### src/rtl/nios_cpu_nios2_cpu_oci_dct_packer.sv
// DCT trace packer: gathers 2-bit direct-control-transfer codes from the CPU
// trace tap into a 15-slot shift accumulator and hands complete or flushed
// packets to the OCI trace consumer over a valid/ready handshake.
module nios_cpu_nios2_cpu_oci_dct_packer #(
  parameter int CODE_W = 2,
  parameter int SLOTS  = 15
) (
  input  logic                      clk,
  input  logic                      reset,
  input  logic                      trace_enable,
  input  logic                      dct_valid,
  input  logic [CODE_W-1:0]         dct_code,
  input  logic                      flush,
  input  logic                      pkt_ready,
  output logic                      pkt_valid,
  output logic [CODE_W*SLOTS-1:0]   dct_buffer,
  output logic [3:0]                dct_count,
  output logic                      overflow,
  output logic [7:0]                drop_count
);

  localparam int BUF_W = CODE_W * SLOTS;
  localparam int CNT_W = 4;
  localparam logic [CNT_W-1:0] FULL = CNT_W'(SLOTS);

  logic [BUF_W-1:0] acc;
  logic [CNT_W-1:0] acc_cnt;
  logic             flush_pending;

  logic             out_free;
  logic             code_in;
  logic             acc_full;
  logic [BUF_W-1:0] acc_post;
  logic [CNT_W-1:0] cnt_post;
  logic             unload;
  logic [BUF_W-1:0] acc_next;
  logic [CNT_W-1:0] cnt_next;
  logic             fp_next;
  logic             load;
  logic [BUF_W-1:0] load_buf;
  logic [CNT_W-1:0] load_cnt;
  logic             drop;

  // Decide accept / unload / drop for this cycle from the current state.
  always_comb begin
    out_free = !pkt_valid || pkt_ready;
    code_in  = trace_enable && dct_valid;
    acc_full = (acc_cnt == FULL);
    acc_post = code_in ? {acc[BUF_W-CODE_W-1:0], dct_code} : acc;
    cnt_post = acc_cnt + CNT_W'(code_in);
    unload   = (cnt_post == FULL) || ((flush || flush_pending) && (cnt_post != '0));
    acc_next = acc;
    cnt_next = acc_cnt;
    fp_next  = flush_pending;
    load     = 1'b0;
    load_buf = acc;
    load_cnt = acc_cnt;
    drop     = 1'b0;
    if (acc_full) begin
      // A full accumulator can only have been held back by a busy output.
      if (out_free) begin
        load     = 1'b1;
        load_buf = acc;
        load_cnt = acc_cnt;
        acc_next = code_in ? BUF_W'(dct_code) : '0;
        cnt_next = code_in ? CNT_W'(1) : '0;
        // A flush arriving with the new code applies to that code.
        fp_next  = flush && code_in;
      end else begin
        drop     = code_in;
        fp_next  = flush_pending || flush;
      end
    end else if (unload && out_free) begin
      load     = 1'b1;
      load_buf = acc_post;
      load_cnt = cnt_post;
      acc_next = '0;
      cnt_next = '0;
      fp_next  = 1'b0;
    end else begin
      acc_next = acc_post;
      cnt_next = cnt_post;
      if (flush && (cnt_post != '0)) fp_next = 1'b1;
    end
  end

  // Accumulator and deferred-flush state.
  always_ff @(posedge clk) begin
    if (reset) begin
      acc           <= '0;
      acc_cnt       <= '0;
      flush_pending <= 1'b0;
    end else begin
      acc           <= acc_next;
      acc_cnt       <= cnt_next;
      flush_pending <= fp_next;
    end
  end

  // Output packet register: load on unload, clear once the consumer takes it.
  always_ff @(posedge clk) begin
    if (reset) begin
      pkt_valid  <= 1'b0;
      dct_buffer <= '0;
      dct_count  <= '0;
    end else if (load) begin
      pkt_valid  <= 1'b1;
      dct_buffer <= load_buf;
      dct_count  <= load_cnt;
    end else if (pkt_valid && pkt_ready) begin
      pkt_valid  <= 1'b0;
      dct_buffer <= '0;
      dct_count  <= '0;
    end
  end

  // Sticky drop statistics; the counter saturates rather than wraps.
  always_ff @(posedge clk) begin
    if (reset) begin
      overflow   <= 1'b0;
      drop_count <= '0;
    end else if (drop) begin
      overflow <= 1'b1;
      if (drop_count != 8'hFF) drop_count <= drop_count + 8'd1;
    end
  end

endmodule

### config.mk
export PLATFORM = sky130hd
export DESIGN_NAME = nios_cpu_nios2_cpu_oci_dct_packer
export DESIGN_NICKNAME = d
export VERILOG_FILES = /design/src/rtl/nios_cpu_nios2_cpu_oci_dct_packer.sv
export SDC_FILE = /design/constraint.sdc
export NUM_CORES = 1
export LEC_CHECK = 0
export BUFFER_PORTS_ARGS = -buffer_cell sky130_fd_sc_hd__buf_2
export CORE_MARGIN = 1.5
export CORE_UTILIZATION = 42
export DETAILED_ROUTE_END_ITERATION = 8
export GPL_TIMING_DRIVEN = 0
export HOLD_SLACK_MARGIN = 0.12
export PLACE_DENSITY = 0.68
export SLEW_MARGIN = 40
export SYNTH_ARGS = -nofsm -noshare
export SYNTH_HDL_FRONTEND = slang
export SYNTH_SLANG_ARGS = --single-unit
### constraint.sdc
create_clock -name clk -period 3.1 [get_ports clk]
set_clock_uncertainty 0.1 [all_clocks]
set_input_delay 0.62 -clock clk [delete_from_list [all_inputs] [get_ports clk]]
set_output_delay 0.62 -clock clk [all_outputs]
set_load 0.005 [all_outputs]
# Yosys cells after proc, flatten, opt, wreduce, memory -nomap -nowiden
# Cells that the tools add are included.
dict set report word_totals {
  ff_bits 79
  in_bits 8
  out_inout_bits 44
  wordCells 56
}
dict set report classes {
  n_addsub 2
  n_eq_ne 4
  mux 28
  reduce_logical 14
}
# operator n
set op_table {}
lappend op_table {{two-way mux 30 bit} 8}
lappend op_table {{two-way mux 4 bit} 7}
lappend op_table {{two-way mux 1 bit} 12}
lappend op_table {{adder 8 x 1 -> 8 bit (second input constant)} 1}
lappend op_table {{== test 4 bit (second input constant)} 2}
lappend op_table {{inequality test 8 bit (second input constant)} 1}
lappend op_table {{logical AND 1 bit} 6}
lappend op_table {{adder 4 x 1 -> 4 bit} 1}
lappend op_table {{nonzero test 4 bit} 1}
lappend op_table {{logical OR 1 bit} 3}
lappend op_table {{nonzero test 3 bit} 1}
lappend op_table {{two-way mux 2 bit} 1}
lappend op_table {{inequality test 2 bit (second input constant)} 1}
lappend op_table {{AND reduction 2 bit} 1}
lappend op_table {{nonzero test 2 bit} 1}
lappend op_table {{logical NOT 1 bit} 1}

# Depth between registers and ports, before layout
dict set report depth {
  word_depth 9
  mapped_depth 14
  depth_no_buf 10
}

# Least setup slack after synthesis
# OpenSTA, ideal clock, no wires.
dict set report synth_path {
  kind {input to register}
  startpoint {input port trace_enable}
  endpoint {register acc[17]}
  setup_time_ps 66
  t_arrival_ps 2825
  required_time_ps 2934
  path_slack_ps 109
  path_stages 14
  path_buffers 4
  cell_sequence {nand2_1 > inv_1 > ha_1 > ha_1 > clkbuf_1 > nor4_1 > nor2_1 > a22o_1 > buf_6 > o21a_1 > or2_1 > buf_2 > buf_6 > a21oi_2}
}
dict set report synth_via {
  elab_chain_cells 8
}
# element line_no
set synth_rtl {}
lappend synth_rtl {{start: declaration} 10} ;# input logic trace_enable,
lappend synth_rtl {{logical AND 1 bit (*)} 47} ;# code_in = trace_enable && dct_valid;
lappend synth_rtl {{adder 4 x 1 -> 4 bit} 50} ;# cnt_post = acc_cnt + CNT_W'(code_in);
lappend synth_rtl {{nonzero test 4 bit} 51} ;# unload = (cnt_post == FULL) || ((flush || flush_pending) && (cnt_post != '0));
lappend synth_rtl {{logical AND 1 bit} 51}
lappend synth_rtl {{logical OR 1 bit} 51}
lappend synth_rtl {{logical AND 1 bit} 73} ;# end else if (unload && out_free) begin
lappend synth_rtl {{two-way mux 30 bit (*)} 73}
lappend synth_rtl {{two-way mux 30 bit (*)} 59} ;# if (acc_full) begin
lappend synth_rtl {{end signal: assignment} 94} ;# acc <= acc_next;
lappend synth_rtl {{end: declaration} 26} ;# logic [BUF_W-1:0] acc;
# Every way passes the cells marked *; elsewhere a longest branch is shown, timed or not.
# A chain may end at the register's enable or synchronous reset.

# Worst setup path in the final report
dict set report layout_path {
  startpoint {input port trace_enable}
  endpoint {register acc[4]}
}
# Same word-level chain as after synthesis.

==> metrics.md <==
| Metric | Value |
|---|---|
| Status | `completed` |
| Gpl congestion | `0.799` |
| Syn_nets | `just under 400` |
| Wire length per cell | `about 13 um` |
| CP Capture Type | `flop` |
| Crit path max-delay family | `buffers and inverters` |
| Synth unique cells | `44` |
| Core Region | `just under 8000 um2` |
| Worst path bufs/invs | `6` |
| Slew headroom | `0.659` |
| Die height | `around 93 um` |
| Worst R2R Start | `acc_cnt[0]` |
| Row cnt | `32` |
| Pwr Density | `about 530 nW/um2` |
| Reg clk slew, reported paths | `roughly 80 ps` |
| Final Hold Viols | `0` |
| GRT Resource Usage Total | `0.175` |
| First-pass GRT wire length | `roughly 12 mm` |
| Hold_sp | `dct_buffer[24]` |
| Vias | `around 2800` |
| Root Buffer | `clkbuf_8` |
| Pre-CTS WS | `-555 ps` |
| Worst path cell trace | `buf_2 -> nand2_2 -> inv_1 -> ha_1 -> ha_2 -> clkbuf_1 -> nor4_2 -> nor2_1 -> a22o_1 -> buf_6 -> o21a_1 -> or2_1 -> buf_2 -> buf_6 -> a21oi_2` |
| Initial antenna violation count | `0` |
| TritonCTS clock tree | `done` |
| Number of diodes | `0` |
| Largest stage delay, worst path | `roughly 240 ps` |
| Total CTS buffers | `9` |
| Worst setup SP type | `input port` |
| Crit Path Category | `input port to flop` |
| Final wirelength | `around 7.3 mm` |
| Post-Layout Cell Count | `between 500 and 600` |
| Slew Viols, Final | `0` |
| R2r setup slk | `between 500 and 600 ps` |
| Synth area leader | `dfxtp_1` |
| Seq/Total Area, Yosys | `0.466` |
| Worst Slack Setup Final | `about 230 ps` |
| Fmax | `between 300 and 400 MHz` |
| CTS Buffer Depth | `2` |
| Post-Synthesis Cell Area | `3390 um2` |
| Largest net degree at the start of global routing | `15` |
| DR iter-0 viols | `approximately 110` |
| DRC Markers | `0` |
| Worst Path Required | `around 3300 ps` |
| Post-route clock period utilization | `0.927` |
| # H-tree levels | `3` |
| DR pass1 iterations | `4` |
| Finish-stage setup viols | `0` |
| Die area | `around 8600 um2` |
| Pwr Total | `approximately 0.0022 W` |
| Worst skew pair latency | `about 360 ps` |
| CP max-delay cell | `ha_1` |
| Final core occ | `0.522` |
| Synth Warn # | `0` |
| Worst R2R End | `acc[4]` |
| Worst Setup SP | `trace_enable` |
| Starting density of the core | `0.437` |
| Critical Path Fanout Max | `10` |
| R2r worst-path depth | `12` |
| Vias in the first global route | `~2700` |
| Layout cells sized above 1 | `0.275` |
| DP Cell Count | `between 500 and 600` |
| Unrepaired setup endpoints after global routing | `false` |
| Hold crit path type | `flop to flop` |
| P_leak | `1.71 nW` |
| # fillers | `roughly 770` |
| Nets | `around 450` |
| Vias per std cell | `approximately 5` |
| IO Port Bufs | `50` |
| Largest cells by area after synthesis | `dfxtp_1, nand2_1, a21oi_2` |
| Worst-Margin Slew | `just over 500 ps` |
| Cells on Worst Hold Path | `2` |
| Total global routing overflow | `0` |
| #FFs+latches synth | `about 80` |
| Post-synthesis area per instance | `just under 9 um2` |
| Die width | `92.9 um` |
| Area grow syn2layout | `19.6%` |
| Maximum vdd drop | `around 0.00023 V` |
| CTS sink count | `79` |
| Top cell type's share of synthesized area | `0.466` |
| Maxcap violations | `0` |
| Final ANT Viol Nets | `0` |
| I/O Pins | `between 50 and 60` |
| Fin crit period | `approximately 2900 ps` |
| CP arrival | `3070 ps` |
| Post-DP HPWL | `5.19 mm` |
| Worst Hold Slack | `346 ps` |
| Worst hold endpoint | `dct_buffer[24]` |
| Mapped Cells | `380` |
registers in the layout, summed over array words and instances (netlist names):
| name | count |
|---|---|
| dct_count | 4 |
| overflow | 1 |
| acc_cnt | 4 |
| flush_pending | 1 |
| drop_count | 8 |
| acc | 30 |
| dct_buffer | 30 |
| pkt_valid | 1 |
worst max-delay path by stage:
stage	end	slack, ps	depth (start not counted)
6_report	acc[4]	230	15
4_1_cts	dct_buffer[26]	20	14
2_1_floorplan	acc[17]	110	14
3_5_place_dp	dct_buffer[6]	-560	13
3_3_place_gp	dct_buffer[5]	-440	13
5_1_grt	dct_buffer[14]	40	14
repair_timing:
action	4_1_cts	5_1_grt
setup endpoints to repair	30	66
pin swaps	1	0
cloned	0	0
hold buffers	0	0
gates resized for setup	4	8
setup buffers	2	0
synth_stat cells (all sizes together):
cell type  count
mux2i         25
nand3          4
ha             3
a311oi         1
nor4           1
xnor2          3
o221ai         6
o31a           1
or3            1
a211oi         1
nand4          2
xor2           6
or2            2
o22a           2
and4b          1
nand4b         2
and3           3
nand2b         1
dfxtp         79
a21oi         40
clkbuf        12
nor2          21
inv            1
nor3           5
o311ai         1
nand2        102
buf           14
o21ai         28
a22o           1
o32ai          1
nor2b          3
a31oi          1
a21o           2
and4           2
o21a           2
through the flow:
| step | area (um2) | TNS [ps] |
|---|---|---|
| 6_report | 4060 | 0 |
| 3_3_place_gp | 3770 | -17300 |
| 5_1_grt | 4060 | 0 |
| 2_1_floorplan | 3390 | 0 |
| 4_1_cts | 4040 | 0 |
| 3_5_place_dp | 3770 | -22930 |
worst reg2reg max path, delay by kind of cell (launching register included):
family	cells	cell delay [ps]
flops	1	340
buf+inv	4	630
fa+ha+maj	2	400
compound gates	3	530
simple gates	3	510
layer usage:
layer	vias to the layer above	part of all wire	GRT usage
met5	-	0	0
met4	0	0.019	0.0846
met3	12	0.037	0.0320
met2	59	0.46	0.284
met1	1317	0.48	0.224
li1	1429	-	-
power breakdown:
group / switching [W] / internal (W)
Combinational: 0.000144 / 0.0000936
Sequential: 0.0000144 / 0.00104
Clock: 0.000397 / 0.000481
cell usage in the layout, fill, tap and decap left out, drive strengths merged, types with 3 or more instances in the layout:
cell / count
xor2: 6
a21oi: 40
ha: 3
o221ai: 6
inv: 3
buf: 65
clkbuf: 23
dfxtp: 79
mux2i: 25
and3: 3
o21ai: 28
nand2: 102
nor2b: 3
nand3: 4
nor2: 21
xnor2: 3
nor3: 5
cells by family after synthesis:
group / Yosys count / share of synthesized area
AND/OR/NAND/NOR: 150 / 0.188
AO/OA/AOI/OAI: 87 / 0.191
flip-flops: 79 / 0.466
buffers and inverters: 27 / 0.0446
multiplexers: 25 / 0.0738
XOR/XNOR: 9 / 0.0255
adder cells (fa/ha/maj): 3 / 0.0111
final cells by class:
cell class,instances,area [um2],area share
well taps,102,128,0.0315
inverters,1,3.75,0.000925
clock buffers,10,138,0.0339
plain buffers,26,160,0.0395
repair buffers,52,278,0.0685
clock inverters,6,91.3,0.0225
multi-input cells,274,1680,0.414
flip-flops and latches,79,1580,0.390
(Power assumes the default switching activity.)
